===== config.mk =====
export PLATFORM = sky130hd
export DESIGN_NAME = serial_subtractor
export DESIGN_NICKNAME = d
export VERILOG_FILES = /design/src/rtl/serial_subtractor.sv
export SDC_FILE = /design/constraint.sdc
export NUM_CORES = 1
export LEC_CHECK = 0
export CAP_MARGIN = 5
export CORE_MARGIN = 2
export CORE_UTILIZATION = 50
export DETAILED_ROUTE_END_ITERATION = 6
export PLACE_DENSITY = 0.83
export SLEW_MARGIN = 5
export SYNTH_ARGS = -nofsm -noshare
export SYNTH_HDL_FRONTEND = slang
export SYNTH_SLANG_ARGS = --single-unit

===== constraint.sdc =====
create_clock -name clk -period 4.1 [get_ports clk]
set_input_delay 1.025 -clock clk [delete_from_list [all_inputs] [get_ports clk]]
set_output_delay 1.025 -clock clk [all_outputs]
set_load 0.005 [all_outputs]

===== src/rtl/serial_subtractor.sv =====
// Bit-serial two's-complement subtractor: Yout = A - B, one bit per clock, LSB first.
// Result and borrow/overflow/zero flags update together on the final bit; start/busy/done sequencing.
module serial_subtractor #(
  parameter int WIDTH = 8
) (
  input  logic             clk,
  input  logic             rst_n,
  input  logic             start,
  input  logic [WIDTH-1:0] A,
  input  logic [WIDTH-1:0] B,
  output logic [WIDTH-1:0] Yout,
  output logic             borrow,
  output logic             ovf,
  output logic             zero,
  output logic             busy,
  output logic             done,
  output logic [1:0]       state_dbg
);

  localparam int CW = (WIDTH > 2) ? $clog2(WIDTH) : 1;
  localparam logic [CW-1:0] LAST_BIT = CW'(WIDTH - 1);

  typedef enum logic [1:0] {
    S_IDLE = 2'd0,
    S_BUSY = 2'd1,
    S_DONE = 2'd2
  } state_t;

  state_t           state_q, state_d;
  logic [CW-1:0]    cnt_q, cnt_d;
  logic [WIDTH-1:0] a_sh_q, a_sh_d;
  logic [WIDTH-1:0] b_sh_q, b_sh_d;
  logic [WIDTH-1:0] res_q, res_d;
  logic             br_q, br_d;
  logic             a_msb_q, a_msb_d;
  logic             b_msb_q, b_msb_d;
  logic [WIDTH-1:0] yout_q, yout_d;
  logic             borrow_q, borrow_d;
  logic             ovf_q, ovf_d;
  logic             zero_q, zero_d;

  logic bit_a, bit_b, diff_bit, br_next;

  assign bit_a    = a_sh_q[0];
  assign bit_b    = b_sh_q[0];
  assign diff_bit = bit_a ^ bit_b ^ br_q;
  assign br_next  = (~bit_a & bit_b) | (~(bit_a ^ bit_b) & br_q);

  always_comb begin
    state_d  = state_q;
    cnt_d    = cnt_q;
    a_sh_d   = a_sh_q;
    b_sh_d   = b_sh_q;
    res_d    = res_q;
    br_d     = br_q;
    a_msb_d  = a_msb_q;
    b_msb_d  = b_msb_q;
    yout_d   = yout_q;
    borrow_d = borrow_q;
    ovf_d    = ovf_q;
    zero_d   = zero_q;

    case (state_q)
      S_IDLE, S_DONE: begin
        if (start) begin
          a_sh_d  = A;
          b_sh_d  = B;
          a_msb_d = A[WIDTH-1];
          b_msb_d = B[WIDTH-1];
          res_d   = '0;
          br_d    = 1'b0;
          cnt_d   = '0;
          state_d = S_BUSY;
        end else if (state_q == S_DONE) begin
          state_d = S_IDLE;
        end
      end
      S_BUSY: begin
        // start is deliberately ignored here; the operands stay as latched.
        a_sh_d = a_sh_q >> 1;
        b_sh_d = b_sh_q >> 1;
        res_d  = {diff_bit, res_q[WIDTH-1:1]};
        br_d   = br_next;
        cnt_d  = cnt_q + 1'b1;
        if (cnt_q == LAST_BIT) begin
          cnt_d    = '0;
          yout_d   = res_d;
          borrow_d = br_next;
          ovf_d    = (a_msb_q != b_msb_q) && (diff_bit != a_msb_q);
          zero_d   = (res_d == '0);
          state_d  = S_DONE;
        end
      end
      default: state_d = S_IDLE;
    endcase
  end

  always_ff @(posedge clk or negedge rst_n) begin
    if (!rst_n) begin
      state_q  <= S_IDLE;
      cnt_q    <= '0;
      a_sh_q   <= '0;
      b_sh_q   <= '0;
      res_q    <= '0;
      br_q     <= 1'b0;
      a_msb_q  <= 1'b0;
      b_msb_q  <= 1'b0;
      yout_q   <= '0;
      borrow_q <= 1'b0;
      ovf_q    <= 1'b0;
      zero_q   <= 1'b0;
    end else begin
      state_q  <= state_d;
      cnt_q    <= cnt_d;
      a_sh_q   <= a_sh_d;
      b_sh_q   <= b_sh_d;
      res_q    <= res_d;
      br_q     <= br_d;
      a_msb_q  <= a_msb_d;
      b_msb_q  <= b_msb_d;
      yout_q   <= yout_d;
      borrow_q <= borrow_d;
      ovf_q    <= ovf_d;
      zero_q   <= zero_d;
    end
  end

  // busy/done decode straight from the state register, so both are registered
  // and done lasts exactly the one cycle spent in DONE.
  assign busy      = (state_q == S_BUSY);
  assign done      = (state_q == S_DONE);
  assign state_dbg = state_q;
  assign Yout      = yout_q;
  assign borrow    = borrow_q;
  assign ovf       = ovf_q;
  assign zero      = zero_q;

endmodule


# After elaboration in Yosys (flattened, before gate mapping)
# Index checks and enable logic that the tools add are counted.
# classes
n_eq_ne	8
bitwise	7
reduce_logical	9
mux	15
n_addsub	1
# op_table
op	n
$pmux W8 S2	3
$mux W8	3
$logic_not A8 Y1	1
$reduce_and A2 Y1	4
$mux W2	3
$mux W3	2
$pmux W3 S2	1
$pmux W2 S2	1
$add A3 B1 Y3 const B	1
$eq A3 B3 Y1 const B	1
$ne A3 B3 Y1 const B	1
$and A1 B1 Y1	2
$eq A2 B1 Y1 const B	1
$eq A2 B2 Y1 const B	1
$logic_not A2 Y1	1
$ne A1 B1 Y1	2
$ne A2 B1 Y1 const B	1
$ne A2 B2 Y1 const B	1
$not A1 Y1	2
$pmux W1 S2	1
$reduce_bool A2 Y1	1
$reduce_or A2 Y1	1
$xor A1 B1 Y1	2
$logic_and A1 B1 Y1	1
2 further kinds	2
# word_totals
out_inout_bits	15
wordCells	52
ff_bits	43
in_bits	19

# Logic depth before layout (Yosys ltp)
# depth
ltp_word	5
depth_mapped	6
depth_no_buf	5

# Least setup slack after synthesis
# Ideal clock, no wire load.
# synth_path
path_kind	reg2out
start	register state_q[1] (netlist: state_dbg[1])
end	output busy
t_required_ps	3075
n_path_buf	1
path_slack_ps	2339
stages_incl_launch_ff	4
arrival_time_ps	736
cell_sequence	dfrtp_1 -> nand2b_1 -> buf_6 -> inv_8
# synth_between
elab_chain_len	1
# synth_lines
element	line_no	text
start: declaration	29	state_t state_q, state_d;
start signal: assignment	113	state_q <= state_d;
$eq A2 B1 Y1	130	assign busy = (state_q == S_BUSY);
end: declaration	15	output logic busy,
# Every way passes these cells.

# Final worst setup path
# Same ends and word-level chain as after synthesis.

==> parameters.txt <==
Parameter                              Value

Layout
  Number of fill cells in the layout ... 291
  Area of the multi-input gates ... between 600 and 700 um^2
  Register area ... 0.00105 mm^2
  Diodes inserted ... 0
  Area overhead of the layout relative to synthesis ... 23.6%
  Final net count ... 220
  Fraction of final layout cells sized beyond drive strength 1 ... 0.111

Clock network
  Clock transition at the registers of the reported paths ... approximately 0.13 ns
  Number of buffers inserted by hold repair at cts ... 0
  Sink Count ... 42
  Clock Latency Late Sink ... around 0.34 ns
  TritonCTS clock tree ... built
  Number of buffers inserted by post-CTS setup repair ... 0
  H-tree depth ... 2
  Clk buf depth ... 2
  Clock Tree Root ... clkbuf_4
  Cells resized by post-CTS repair ... 0
  Number of buffers created by CTS ... 5

Global route
  GRT Residual Overflow ... 0
  Number of global-route vias before repair ... 1245
  Antenna violations before repair ... 0
  GR Util All Layers ... 0.184
  Largest net degree at the start of global routing ... 43
  Global-route wire length before repair ... approximately 5700 um

Synth
  Post-synth top area cell ... dfrtp_1
  Proportion of netlist area held by the largest area contributor ... 0.576
  Per-instance average area after synthesis ... ~11 um^2
  Number of warnings reported in the yosys synthesis log ... 0
  Simple-gate share of the synthesized area ... 0.150
  Summed instance area of the synthesized netlist ... approximately 0.0018 mm^2
  Complex-gate fraction of the synthesized area ... 0.124
  Multiplexer share of the synthesized area ... 0.0555
  Share of the yosys chip area belonging to registers ... 0.576
  Largest family of logic cells by synthesized area ... simple AND/OR/NAND/NOR gates
  Net count of the mapped netlist ... roughly 190
  Area share of xor/xnor cells in the synthesized design ... 0
  Arithmetic-cell share of the synthesized area counting full adders, half adders and majority gates ... 0.0356
  Synth Register Bits ... 42
  Distinct cell type count of the synthesized netlist ... 28
  Cell types with the largest area share after synthesis ... dfrtp_1 58%, nand2_1 7.8%, a31oi_1 4.8%
  Cell count after synthesis ... between 150 and 200

Timing
  Number of failing setup endpoints in the final timing report ... 0
  Setup repair after global routing missed its margin ... false
  Fmax ... ~0.36 GHz
  Final setup TNS ... 0 ns
  Headroom to the max-slew limit ... 0.405
  Final worst clock skew ... between 0.015 and 0.02 ns
  Hold Violations, Final ... 0
  Final clock period utilization by the worst path ... 0.680
  Period minus WS final ... 2.79 ns
  Post-route worst hold slack ... approximately 0.5 ns
  Worst slew pin tran ... between 0.8 and 0.9 ns
  Max Slew Vio Count ... 0

Setup path
  Critical path startpoint category ... flip-flop
  Worst stage delay on the critical path ... roughly 0.50 ns
  Critical Setup Path Class ... flip-flop to output pin
  Required time of the critical path ... between 3 and 4 ns
  Worst setup slack for register-to-register paths ... 2.41 ns
  Depth of the most critical reg-to-reg path ... 4
  Maximum net fanout on the critical path ... 33
  Critical path, cell by cell ... nand2b_1, buf_4, inv_8, clkdlybuf4s50_1
  Source of the worst register-to-register timing path ... cnt_q[0]
  Signal arrival time at the worst endpoint ... roughly 1.8 ns
  Worst r2r dst ... Yout[0]
  CP max-delay cell ... clkdlybuf4s50_1
  Critical Path End Type ... output pin

Power
  Total power after layout ... between 1.5 and 2 mW
  Sw Share ... 0.336
  Combinational share of power ... 0.401
  Power per Cell Area ... 802 mW/mm^2
  Portion of total power attributed to the clock network ... 0.186
  Register share of total power ... 0.414
  Peak supply drop ... approximately 0.3 mV
  P_leak ... 1.04 nW
  Power Internal ... between 1 and 1.5 mW
  Net switching power ... between 600 and 700 uW

Drt
  DRC violations left ... 0
  Antenna-violating nets left ... 0
  Drt pass-1 iters ... 4
  Via total after detailed routing ... 1302
  Via-to-Cell Ratio ... roughly 5.3
  Number of DRC violations after detailed-routing iteration 0 ... 98
  Final wirelength ... approximately 3400 um
  Routed len/inst ... 13.9 um

Placement
  Detail Placement HPWL ... about 2400 um
  Final estimated routing congestion in global placement ... around 0.8
  Input/output buffers ... 33

Floorplan
  Die Y ... approximately 64 um
  Core Area ... between 0.003 and 0.004 mm^2
  Area of the die ... roughly 0.0042 mm^2
  Initial Util ... 0.534
  Die width ... between 60 and 70 um
  Standard-cell rows ... 21
  Number of I/O pins ... 34

Min path
  Hold Path Depth ... 2
  Worst Hold Class ... flip-flop to flip-flop
  Capture endpoint of the worst hold path ... ovf
  Hold wc startpoint ... ovf

Job
  Number of maximum-capacitance constraint violations ... 0

Outcome
  Result of the run ... finished, final reports clean
-- worst max-delay path: cells and delay by family, from the launching register on --
kind                   cells  cell delay [ns]
buffers and inverters      3             0.86
flip-flops                 1             0.41
AND/OR/NAND/NOR            1             0.15
-- cell usage in the layout (no fill, tap or decap), drive strengths merged, types with 2 or more instances in the layout --
cell	instances
dfrtp	42
nand2	38
clkdlybuf4s50	32
nor2	16
a31oi	14
a22o	9
mux2	8
inv	6
clkbuf	6
o21ai	4
buf	3
nand2b	2
o2bb2ai	2
nor4	2
fa	2
ha	2
bufinv	2
-- area by class of cell --
class                           count  area share
Multi-Input combinational cell    107       0.295
Timing Repair Buffer               35       0.151
Clock buffer                        6      0.0227
Inverter                            6      0.0133
Tap cell                           46      0.0255
Sequential cell                    42       0.466
Clock inverter                      2      0.0266
-- synth_stat cells --
library cell / instances
and2b_1: 1
a32o_1: 1
mux2_2: 5
buf_4: 4
a31oi_1: 14
o21ai_0: 4
fa_1: 2
buf_2: 2
o2bb2ai_1: 2
nor4_1: 2
mux2_4: 3
dfrtp_1: 42
nand3b_2: 1
ha_1: 2
nor3_1: 1
nor2_4: 1
clkbuf_1: 1
nand2b_1: 2
nand2_1: 38
buf_6: 3
a21o_1: 1
a21oi_1: 1
and3b_1: 1
inv_1: 5
nor2_1: 15
a22o_1: 9
nor2b_1: 1
inv_8: 1
-- worst max-delay path by stage --
stage / endpoint / from / slack [ns]
2_1_floorplan: busy / state_dbg[1] / 2.34
3_3_place_gp: busy / state_dbg[1] / 1.72
3_5_place_dp: busy / state_dbg[1] / 1.69
4_1_cts: busy / state_dbg[1] / 1.29
5_1_grt: busy / state_dbg[1] / 1.17
6_report: busy / state_dbg[1] / 1.31
-- logic make-up after synthesis --
family,Yosys count
simple gates,63
flops,42
compound gates,32
buf+inv,16
mux,8
fa+ha+maj,4
-- flip-flops by register name, summed over array words and instances, names as in the netlist --
name and flops:
a_msb_q 1, zero 1, b_sh_q 8, cnt_q 3, b_msb_q 1, borrow 1
Yout 8, a_sh_q 8, res_q 7, ovf 1, state_dbg 2, br_q 1
-- stage by stage --
| step | instance area, um^2 | std cells | setup slack (ns) | utilization |
|---|---|---|---|---|
| 4_1_cts | 2260 | 244 | 1.29 | 0.661 |
| 6_report | 2260 | 244 | 1.31 | 0.661 |
| 3_5_place_dp | 2150 | 236 | 1.69 | 0.628 |
| 2_1_floorplan | 1830 | 165 | 2.34 | - |
| 3_3_place_gp | 2150 | 236 | 1.72 | 0.628 |
| 5_1_grt | 2260 | 244 | 1.17 | 0.661 |
-- power by group through the flow --
stage	clock network [mW]	logic, mW	registers [mW]
5_1_grt	0.365	0.814	0.776
3_5_place_dp	0	0.735	0.758
6_report	0.336	0.726	0.749
2_1_floorplan	0	0.508	0.730
4_1_cts	0.341	0.736	0.750
3_3_place_gp	0	0.700	0.743
-- routing by layer --
metal	up-vias	part of all wire	track usage
li1	620	-	-
met1	626	0.45	0.241
met2	51	0.48	0.301
met3	5	0.061	0.0451
met4	0	0.011	0.0638
met5	-	0	0
No activity file was read; power rests on OpenSTA's default activity.
